===== config.mk =====
export PLATFORM = sky130hd
export DESIGN_NAME = control_fsm
export DESIGN_NICKNAME = d
export VERILOG_FILES = /design/src/rtl/control_fsm.sv
export SDC_FILE = /design/constraint.sdc
export NUM_CORES = 1
export LEC_CHECK = 0
export CORE_MARGIN = 2
export CORE_UTILIZATION = 40
export DETAILED_ROUTE_END_ITERATION = 10
export MAX_ROUTING_LAYER = met4
export PLACE_DENSITY = 0.77
export SYNTH_ARGS = -nofsm -noshare
export SYNTH_HDL_FRONTEND = slang
export SYNTH_SLANG_ARGS = --single-unit

===== constraint.sdc =====
create_clock -name clock -period 2.32 [get_ports clock]
set_input_delay 0.348 -clock clock [delete_from_list [all_inputs] [get_ports clock]]
set_output_delay 0.348 -clock clock [all_outputs]
set_load 0.1 [all_outputs]

===== src/rtl/control_fsm.sv =====
// Multicycle control sequencer: FETCH/DECODE/EXEC/MEM/WB with HALT.
// Only state, latched opcode, halt flags and the retire counter are registered.
module control_fsm #(
  parameter int COUNT_W = 16
) (
  input  logic               clock,
  input  logic               reset,
  input  logic [3:0]         instr_op,
  input  logic               mem_ready,
  input  logic               zero,
  output logic               ir_write,
  output logic               pc_write,
  output logic               pc_write_cond,
  output logic               pc_src,
  output logic               mem_read,
  output logic               mem_write,
  output logic               reg_write,
  output logic [1:0]         mem_to_reg,
  output logic [1:0]         alu_op,
  output logic [1:0]         alu_src_b,
  output logic [2:0]         state,
  output logic               halted,
  output logic               illegal,
  output logic [COUNT_W-1:0] retired
);

  typedef enum logic [2:0] {
    S_FETCH  = 3'd0,
    S_DECODE = 3'd1,
    S_EXEC   = 3'd2,
    S_MEM    = 3'd3,
    S_WB     = 3'd4,
    S_HALT   = 3'd5
  } state_t;

  localparam logic [3:0] OP_LW   = 4'h4;
  localparam logic [3:0] OP_SW   = 4'h5;
  localparam logic [3:0] OP_BEQ  = 4'h6;
  localparam logic [3:0] OP_ADDI = 4'h7;
  localparam logic [3:0] OP_JAL  = 4'h8;
  localparam logic [3:0] OP_HALT = 4'hF;

  state_t             r_state, w_next;
  logic [3:0]         r_opcode;
  logic               r_halted, r_illegal;
  logic [COUNT_W-1:0] r_retired;
  logic               w_stop, w_bad, w_retire;

  // Zero only qualifies pc_write_cond in the datapath; the sequencer never branches on it.
  logic w_unused_zero;
  assign w_unused_zero = zero;

  assign w_stop   = (r_opcode >= 4'h9);
  assign w_bad    = w_stop && (r_opcode != OP_HALT);
  assign w_retire = (w_next == S_FETCH) &&
                    ((r_state == S_EXEC) || (r_state == S_MEM) || (r_state == S_WB));

  always_ff @(posedge clock) begin
    if (reset) begin
      r_state   <= S_FETCH;
      r_opcode  <= 4'h0;
      r_halted  <= 1'b0;
      r_illegal <= 1'b0;
      r_retired <= '0;
    end else begin
      r_state <= w_next;
      if (r_state == S_FETCH && mem_ready) r_opcode <= instr_op;
      if (r_state == S_DECODE && w_stop) begin
        r_halted  <= 1'b1;
        r_illegal <= w_bad;
      end
      if (w_retire) r_retired <= r_retired + COUNT_W'(1);
    end
  end

  always_comb begin
    w_next        = r_state;
    ir_write      = 1'b0;
    pc_write      = 1'b0;
    pc_write_cond = 1'b0;
    pc_src        = 1'b0;
    mem_read      = 1'b0;
    mem_write     = 1'b0;
    reg_write     = 1'b0;
    mem_to_reg    = 2'd0;
    alu_op        = 2'd0;
    alu_src_b     = 2'd0;
    case (r_state)
      S_FETCH: begin
        mem_read  = 1'b1;
        alu_src_b = 2'd2;
        if (mem_ready) begin
          ir_write = 1'b1;
          pc_write = 1'b1;
          w_next   = S_DECODE;
        end
      end
      S_DECODE: begin
        alu_src_b = 2'd3;
        w_next    = w_stop ? S_HALT : S_EXEC;
      end
      S_EXEC: begin
        w_next = S_FETCH;
        if (r_opcode <= 4'h3) begin
          alu_op = 2'd2;
          w_next = S_WB;
        end else begin
          case (r_opcode)
            OP_LW, OP_SW: begin
              alu_src_b = 2'd1;
              w_next    = S_MEM;
            end
            OP_ADDI: begin
              alu_src_b = 2'd1;
              w_next    = S_WB;
            end
            OP_BEQ: begin
              alu_op        = 2'd1;
              pc_write_cond = 1'b1;
              pc_src        = 1'b1;
            end
            OP_JAL: begin
              pc_write   = 1'b1;
              pc_src     = 1'b1;
              reg_write  = 1'b1;
              mem_to_reg = 2'd2;
            end
            default: w_next = S_FETCH;
          endcase
        end
      end
      S_MEM: begin
        // Request stays asserted through every wait cycle.
        mem_read  = (r_opcode == OP_LW);
        mem_write = (r_opcode == OP_SW);
        if (mem_ready) w_next = (r_opcode == OP_LW) ? S_WB : S_FETCH;
      end
      S_WB: begin
        reg_write  = 1'b1;
        mem_to_reg = (r_opcode == OP_LW) ? 2'd1 : 2'd0;
        w_next     = S_FETCH;
      end
      S_HALT: w_next = S_HALT;
      default: w_next = S_FETCH;
    endcase
    // Reset overrides every control line so an in-flight access is dropped.
    if (reset) begin
      ir_write      = 1'b0;
      pc_write      = 1'b0;
      pc_write_cond = 1'b0;
      pc_src        = 1'b0;
      mem_read      = 1'b0;
      mem_write     = 1'b0;
      reg_write     = 1'b0;
      mem_to_reg    = 2'd0;
      alu_op        = 2'd0;
      alu_src_b     = 2'd0;
    end
  end

  assign state   = r_state;
  assign halted  = r_halted;
  assign illegal = r_illegal;
  assign retired = r_retired;

endmodule

# Word-level counts from Yosys, hierarchy flattened
# Cells that the tools add are included.
[totals]
register_bits = 25
inputBits = 8
output_inout_bits = 34
word_cells = 71
[classes]
addsub = 1
order_cmp = 2
n_eq_ne = 11
n_mux = 41
n_reduce_logical = 11
[op_table]
columns = ["cell", "n"]
rows = [
  ["1-bit two-way mux", 22],
  ["16-bit by 1-bit adder with 16-bit output (second input constant)", 1],
  ["4-bit by 3-bit == test with 1-bit output (second input constant)", 4],
  ["3-bit two-way mux", 5],
  ["3-bit one-hot mux with 5 select lines", 1],
  ["2-bit two-way mux", 7],
  ["3-bit by 2-bit == test with 1-bit output (second input constant)", 2],
  ["3-bit == test (second input constant)", 2],
  ["3-bit logical NOT", 2],
  ["1-bit one-hot mux with 2 select lines", 3],
  ["2-bit one-hot mux with 3 select lines", 1],
  ["3-bit one-hot mux with 2 select lines", 1],
  ["4-bit == test (second input constant)", 1],
  ["4-bit greater-or-equal comparator (second input constant)", 1],
  ["4-bit by 2-bit <= comparator with 1-bit output (second input constant)", 1],
  ["1-bit logical AND", 4],
  ["4-bit inequality test (second input constant)", 1],
  ["2-bit one-hot mux with 2 select lines", 1],
  ["2-bit OR reduction", 2],
  ["3-bit by 1-bit == test with 1-bit output (second input constant)", 1],
  ["3-bit OR reduction", 1],
  ["1-bit logical OR", 2],
]

# Longest topological paths before layout
# Gate-level depths: netlist (run 1).
[depth]
word_depth = 7
depth_mapped = 9
depth_no_buf = 6

# Worst setup path before layout (run 1)
# No wires, ideal clock.
[synth_path]
kind = "register to output"
start = "register r_state[1], in the netlist state[1]"
end = "output port pc_write"
arrival_time_ps = 6080
required_ps = 1972
path_slack_ps = -4108
path_stages_with_launch = 4
path_buffers = 1
cell_sequence = "dfxtp_1 buf_2 nand3_1 a2111oi_0"
[synth_via]
elab_chain_cells = 3
word_cells_on_any_way = 4
classes_between = "1 x eq/ne; 2 x mux; 1 x reduce/logical"
[synth_lines]
columns = ["item", "line", "rtl"]
rows = [
  ["from (decl)", "43", "state_t r_state, w_next;"],
  ["from (signal assigned)", "66", "r_state <= w_next;"],
  ["3-bit by 2-bit == test with 1-bit output or 3-bit logical NOT (tied branches)", "88", "case (r_state)"],
  ["1-bit one-hot mux with 2 select lines *", "88", ""],
  ["1-bit two-way mux *", "147", "if (reset) begin"],
  ["to (decl)", "12", "output logic pc_write,"],
]
# Every way passes the cells marked *; elsewhere a longest branch is shown, timed or not.

# Final worst setup path (run 1)
[layout_path]
start = "register r_opcode[3]"
end = "output port mem_read"
[layout_via]
elab_chain_cells = 3
[layout_lines]
columns = ["item", "line", "rtl"]
rows = [
  ["from (decl)", "44", "logic [3:0] r_opcode;"],
  ["from (signal assigned)", "67", "if (r_state == S_FETCH && mem_ready) r_opcode <= instr_op;"],
  ["4-bit by 3-bit == test with 1-bit output", "134", "mem_read = (r_opcode == OP_LW);"],
  ["1-bit one-hot mux with 2 select lines", "88", ""],
  ["1-bit two-way mux", "147", ""],
  ["to (decl)", "15", "output logic mem_read,"],
]
# Every way passes these cells.

==> impl_results.md, run 1 <==
* Setup crit end: mem_read
* Std-Cell Rows at 21
* Syn_area_per_cell at just over 8 µm²
* Fin. Hold Viols at 0
* Reg2Reg Depth at 6
* Fmax at around 440 MHz
* Port bufs at 40
* Top cells by instance count after synthesis: dfxtp_1 (25), nor2_1 (23), a21oi_1 (17)
* Worst-skew pair later-pin latency at 0.31 ns
* Fraction of layout cells with a size suffix above 1 at 0.368
* Power Density at between 400 and 500 mW/mm²
* Hold crit path type: reg2reg
* CP startpoint: r_opcode[3]
* DP Cell Count at 262
* Compound-Gate Fraction of Synth Area at 0.212
* Root Buffer: clkbuf_4
* Non-Filler Instances at 266
* Grt ovf at 0
* Setup bufs post-CTS at 0
* Post-synthesis instance area at 0.00147 mm²
* Setup TNS at 0 ns
* Synth Flop Type: dfxtp_1
* Mux contribution to synthesized area at 0.0342
* Static Leak at around 0.76 nW
* Finished Core Util at 0.642
* Final WL at 3700 µm
* Core area at 0.00342 mm²
* Drt drc at 0
* Total global-route track usage at 0.193
* Adder-cell share of the synthesized area at 0.00854
* Reg2reg start: state[1]
* Number of antenna violations at the first check in global routing at 0
* Seq/Total Area, Yosys at 0.342
* CTS tree: built
* RSZ-0062 raised after global routing: false
* Die area at 0.00416 mm²
* Final setup fails at 0
* Worst path required time at 1.97 ns
* Synthesis-stage register bit count at 25
* Cts bufs inserted at 3
* Cells after synthesis at between 150 and 200
* Simple-Gate Fraction of Synth Area at 0.307
* First-pass iteration count of the detailed router at 4
* Synth unique cells at 48
* Nets@finish at 230
* Setup crit end kind: output port
* Final slew viol count at 0
* Setup Skew at between 0.003 and 0.004 ns
* Detail Route Antenna Nets at 0
* First-pass GRT wire length at 6370 µm
* EDFF count, synth at 0
* Status: finished clean
* Routed vias/inst at approximately 5.6
* Slowest-stage cell, CP: dfxtp_1
* Vias at 1502
* Vias in the first global route at 1475
* Die W at 64.5 µm
* Crit path cell chain: buf_4 > nor2b_1 > nand2_1 > nor4_1 > nor2_1 > nor3_4 > buf_12
* Hold_ws at approximately 0.50 ns
* IO Count at 42
* Hold_buf cts at 0
* Area grow syn2layout at 49.7%
* CP Class: reg2out
* R2r setup slk at 0.25 ns
* Crit path launch type: flip-flop
* CP arrival at roughly 1.9 ns
* Main combinational cell family by area after synthesis: simple AND/OR/NAND/NOR gates
* Worst-path clk slew at 0.13 ns
* Worst r2r dst: retired[11]
* Die Y at 64.5 µm
* Critical Path Fanout Max at 6
* CTS H-tree depth at 1
* Max Cap Violations at 0
* Largest area contributor in the netlist: dfxtp_1
* YS warnings at 0
* Largest cells by area after synthesis: dfxtp_1 (34%), nor2_1 (5.9%), a21oi_1 (5.8%)
* Post-detail-place hpwl at 2800 µm
* Share of flip-flops with an asynchronous set or reset at 0
* Worst VDD drop at 0.000253 V
* Pwr Total at 0.00100 W
* Max-slew headroom at 0.647
* Synth Area in XOR/XNOR at 0.0239
* Most common cell in the synthesized netlist: dfxtp_1
* Starting Density at 0.429
* Top cell type's share of synthesized area at 0.342
* Diodes inserted at 0
* Largest net degree at the start of global routing at 36
* First DRT Iteration DRCs at ~90
* Crit path largest cell delay at 0.37 ns
* Max clock buf depth at 2
* Minimum clock period at between 2 and 2.5 ns
* Routed length per instance at about 14 µm
* Clock Sinks at 25
* Tcrit/Tclk final at 0.969
* Slew @ Worst Pin at 0.530 ns
* Post-Syn Nets at 191
* GP Congestion at 0.913
-- state kept, by name (all words and copies together), names as in the netlist --
| name | flops |
|---|---|
| halted | 1 |
| illegal | 1 |
| r_opcode | 4 |
| retired | 16 |
| state | 3 |
-- power breakdown --
| part | internal, W | total (W) | switching, W |
|---|---|---|---|
| registers | 0.000442 | 0.000482 | 0.0000407 |
| clock network | 0.0000671 | 0.000188 | 0.000121 |
| logic | 0.000119 | 0.000333 | 0.000214 |
| total | 0.000628 | 0.00100 | 0.000376 |
-- how the worst min path moves through the flow --
stage / startpoint / to / slack [ns] / cells past startpoint
finish: retired[15] / retired[15] / 0.50 / 2
global route: retired[15] / retired[15] / 0.53 / 2
CTS: retired[15] / retired[15] / 0.50 / 2
detailed placement: halted / halted / 0.48 / 2
global placement: halted / halted / 0.45 / 2
floorplan: instr_op[1] / r_opcode[1] / 0.49 / 2
-- critical path, delay by kind of cell (launching register included) --
family                 cells  cell delay, ns
buffers and inverters      2            0.37
flip-flops                 1            0.37
AND/OR/NAND/NOR            5            0.86
-- routing by layer --
layer | track usage | vias to the layer above | wire length, µm
met3 | 0.0208 | 4 | 235
met5 | - | - | 0
li1 | - | 746 | -
met1 | 0.227 | 701 | 1590
met4 | 0.0798 | 0 | 39
met2 | 0.335 | 51 | 1830
-- cells in the final DEF, fill, tap and decap left out, types with 2 or more instances in the layout --
cell / Yosys / routed
buf_4: 1 / 30
nor2_1: 23 / 22
a21oi_1: 17 / 17
dfxtp_1: 25 / 16
buf_12: 0 / 13
inv_1: 7 / 7
o31ai_1: 7 / 7
or4_1: 7 / 7
nand2_1: 7 / 6
nand2b_1: 6 / 6
dfxtp_2: 0 / 6
nand3_1: 6 / 5
mux2i_1: 5 / 5
nor3_1: 10 / 5
clkdlybuf4s50_1: 0 / 5
xnor2_1: 4 / 4
nor4_4: 0 / 3
nor3_4: 0 / 3
a211oi_1: 4 / 3
clkbuf_4: 0 / 3
dfxtp_4: 0 / 3
nor2b_1: 2 / 2
nor3_2: 0 / 2
nand4_1: 2 / 2
or3_1: 2 / 2
a31o_2: 2 / 2
-- kinds of logic (layout without fill, tap and decap cells) --
logic type	count (synthesis)	after routing
compound gates	43	43
xor+xnor	4	4
simple gates	81	81
buf+inv	23	61
mux	5	5
flops	25	25
fa+ha+maj	1	1
-- layout make-up --
type                            count  area, µm²
Tap cell                           46       57.6
Fill cell                         305       1220
Clock buffer                        4       26.3
Multi-Input combinational cell    134       1020
Inverter                            8       30.0
Sequential cell                    25        519
Timing Repair Buffer               49        541
-- stage by stage --
stage                     area, µm²  worst slack, ns
after floorplan                1690           -0.149
after global placement         2160           0.0984
after detailed placement       2160           0.0412
after CTS                      2190           0.0600
after global routing           2190          0.00188
final                          2190           0.0714
-- timing repair --
item | 4_1_cts | 5_1_grt
resized for setup | 2 | 1
endpoints found under the setup margin | 2 | 2
pin swaps | 0 | 0
No activity file was read; power rests on OpenSTA's default activity.
==> run 2, diff against run 1 <==
ABC_CLOCK_PERIOD_IN_PS = 2320   (was unset)
==> results of run 2 <==
The final DEF is identical to that of run 1; final timing and power are the same.
==> run 3, diff against run 2 <==
CELL_PAD_IN_SITES_DETAIL_PLACEMENT = 1   (was unset)
CELL_PAD_IN_SITES_GLOBAL_PLACEMENT = 2   (was unset)
CORE_UTILIZATION = 26   (was 40)
PLACE_DENSITY = 0.85   (was 0.77)
==> impl_results.md, run 3 (synthesized netlist as in run 1, its figures left out) <==
* Cts bufs inserted at 3
* Vias in the first global route at approximately 1400
* Slew @ Worst Pin at ~0.55 ns
* Crit path cell chain: nand2b_1 > nor3_2 > and4b_4 > or2_4 > buf_12
* Detail Route Antenna Nets at 0
* Setup Skew at 0.00855 ns
* Finished Cell Area at about 0.0023 mm²
* Setup crit end kind: output port
* GP Congestion at 0.768
* Number of antenna violations at the first check in global routing at 0
* Clock share of power at 0.243
* Nets@finish at 232
* CTS tree: built
* First-pass GRT wire length at 7180 µm
* Hold crit path type: reg2reg
* Number of flip-flops in the largest register at 16
* Final setup fails at 0
* Total global-route track usage at 0.147
* Switching pwr at 0.000399 W
* Worst hold start: halted
* Register Area at 519 µm²
* Static Leak at 0.779 nW
* Largest net degree at the start of global routing at 36
* Worst VDD drop at 0.000225 V
* Setup TNS at 0 ns
* Critical Path Fanout Max at 19
* CTS H-tree depth at 1
* Fmax at between 400 and 500 MHz
* Worst-path clk slew at 0.09 ns
* Status: finished clean
* Std-Cell Rows at 27
* CP arrival at roughly 1.9 ns
* Starting Density at 0.268
* Sw Ratio at 0.368
* First-pass iteration count of the detailed router at 4
* Post-detail-place hpwl at 3120 µm
* Crit path largest cell delay at 0.46 ns
* Final WL at ~4200 µm
* Worst-skew pair later-pin latency at ~0.27 ns
* Minimum clock period at 2.21 ns
* # fillers at ~620
* Combinational share of power at 0.311
* Setup WS pre-CTS at between 0.02 and 0.03 ns
* Grt ovf at 0
* Most frequent cells in the layout: buf_4 (32), nor2_1 (22), a21oi_1 (17)
* Drt drc at 0
* Max Cap Violations at 0
* Slowest-stage cell, CP: dfxtp_4
* Max clock buf depth at 2
* Power Density at just under 500 mW/mm²
* Crit path launch type: flip-flop
* Tcrit/Tclk final at 0.954
* CP Class: reg2out
* Clock Sinks at 25
* Die W at 79.1 µm
* Root Buffer: clkbuf_8
* Hold Path Sink: halted
* Port bufs at 40
* Post-DP Area at 0.00220 mm²
* R2r setup slk at 0.25 ns
* First DRT Iteration DRCs at 107
* Commonest non-fill, non-tap cell in the layout: buf_4
* Sequential Power Share at 0.446
* Vias at 1499
* Worst path required time at 1.97 ns
* IO Count at 42
* Die area at 0.00625 mm²
* Area of the multi-input gates at 0.00102 mm²
* Post-route setup slack at about 0.11 ns
* Setup bufs post-CTS at 0
* Worst r2r dst: retired[14]
* Diodes inserted at 0
* Fraction of layout cells with a size suffix above 1 at 0.374
* Fin. Hold Viols at 0
* Reg2reg start: state[1]
* Final slew viol count at 0
* Area grow syn2layout at 54.1%
* Routed length per instance at 14.2 µm
* RSZ-0062 raised after global routing: false
* Core area at 0.00547 mm²
* Max-slew headroom at 0.634
* Reg2Reg Depth at 6
* Hold path cells at 2
* Internal Pwr Total at 0.000685 W
* Die Y at 79.1 µm
* Routed vias/inst at 5.10
## run 3: power by group through the flow
stage	combinational, W	sequential, W	clock, W
final	0.000337	0.000483	0.000264
after global routing	0.000356	0.000488	0.000292
after CTS	0.000339	0.000483	0.000276
after detailed placement	0.000337	0.000493	0
after global placement	0.000336	0.000492	0
after floorplan	0.000236	0.000506	0
## run 3: what timing repair did
item	4_1_cts	5_1_grt
hold buffers	0	0
resized for setup	1	2
endpoints found under the setup margin	1	3
## run 3: worst max-delay path: cells and delay by family (launching register included)
family | cells | cell delay (ns)
buf+inv | 1 | 0.16
flops | 1 | 0.46
simple gates | 4 | 0.98
## run 3: per-stage QoR
| step | std cells | hold WS [ns] | power (W) | util |
|---|---|---|---|---|
| CTS | 294 | 0.483 | 0.00110 | 0.412 |
| finish | 294 | 0.479 | 0.00108 | 0.412 |
| global placement | 290 | 0.455 | 0.000828 | 0.403 |
| global route | 294 | 0.525 | 0.00113 | 0.412 |
| floorplan | 182 | 0.495 | 0.000742 | - |
| detailed placement | 290 | 0.461 | 0.000830 | 0.403 |
## run 3: worst max-delay path by stage
stage               depth (start not counted)  slack [ns]        start     endpoint
detailed placement                          7        0.03    mem_ready  retired[15]
finish                                      5        0.11     state[2]       pc_src
global route                                7       0.003  r_opcode[3]     mem_read
global placement                            7        0.07    mem_ready  retired[15]
CTS                                         6        0.08  r_opcode[2]     mem_read
floorplan                                   3       -0.15     state[1]     pc_write
## run 3: metal layers
layer	GRT usage	part of all wire	routed length, µm
met5	-	0	0
met4	0.0362	0.0060	25
met1	0.198	0.48	2010
met2	0.237	0.49	2030
met3	0.0148	0.024	102
## run 3: cell type report
class | instances | share of cell area
clock buffer | 4 | 0.0200
inverter | 8 | 0.0133
multi-input combinational | 134 | 0.451
sequential | 25 | 0.230
tap | 72 | 0.0399
timing repair buffer | 51 | 0.246
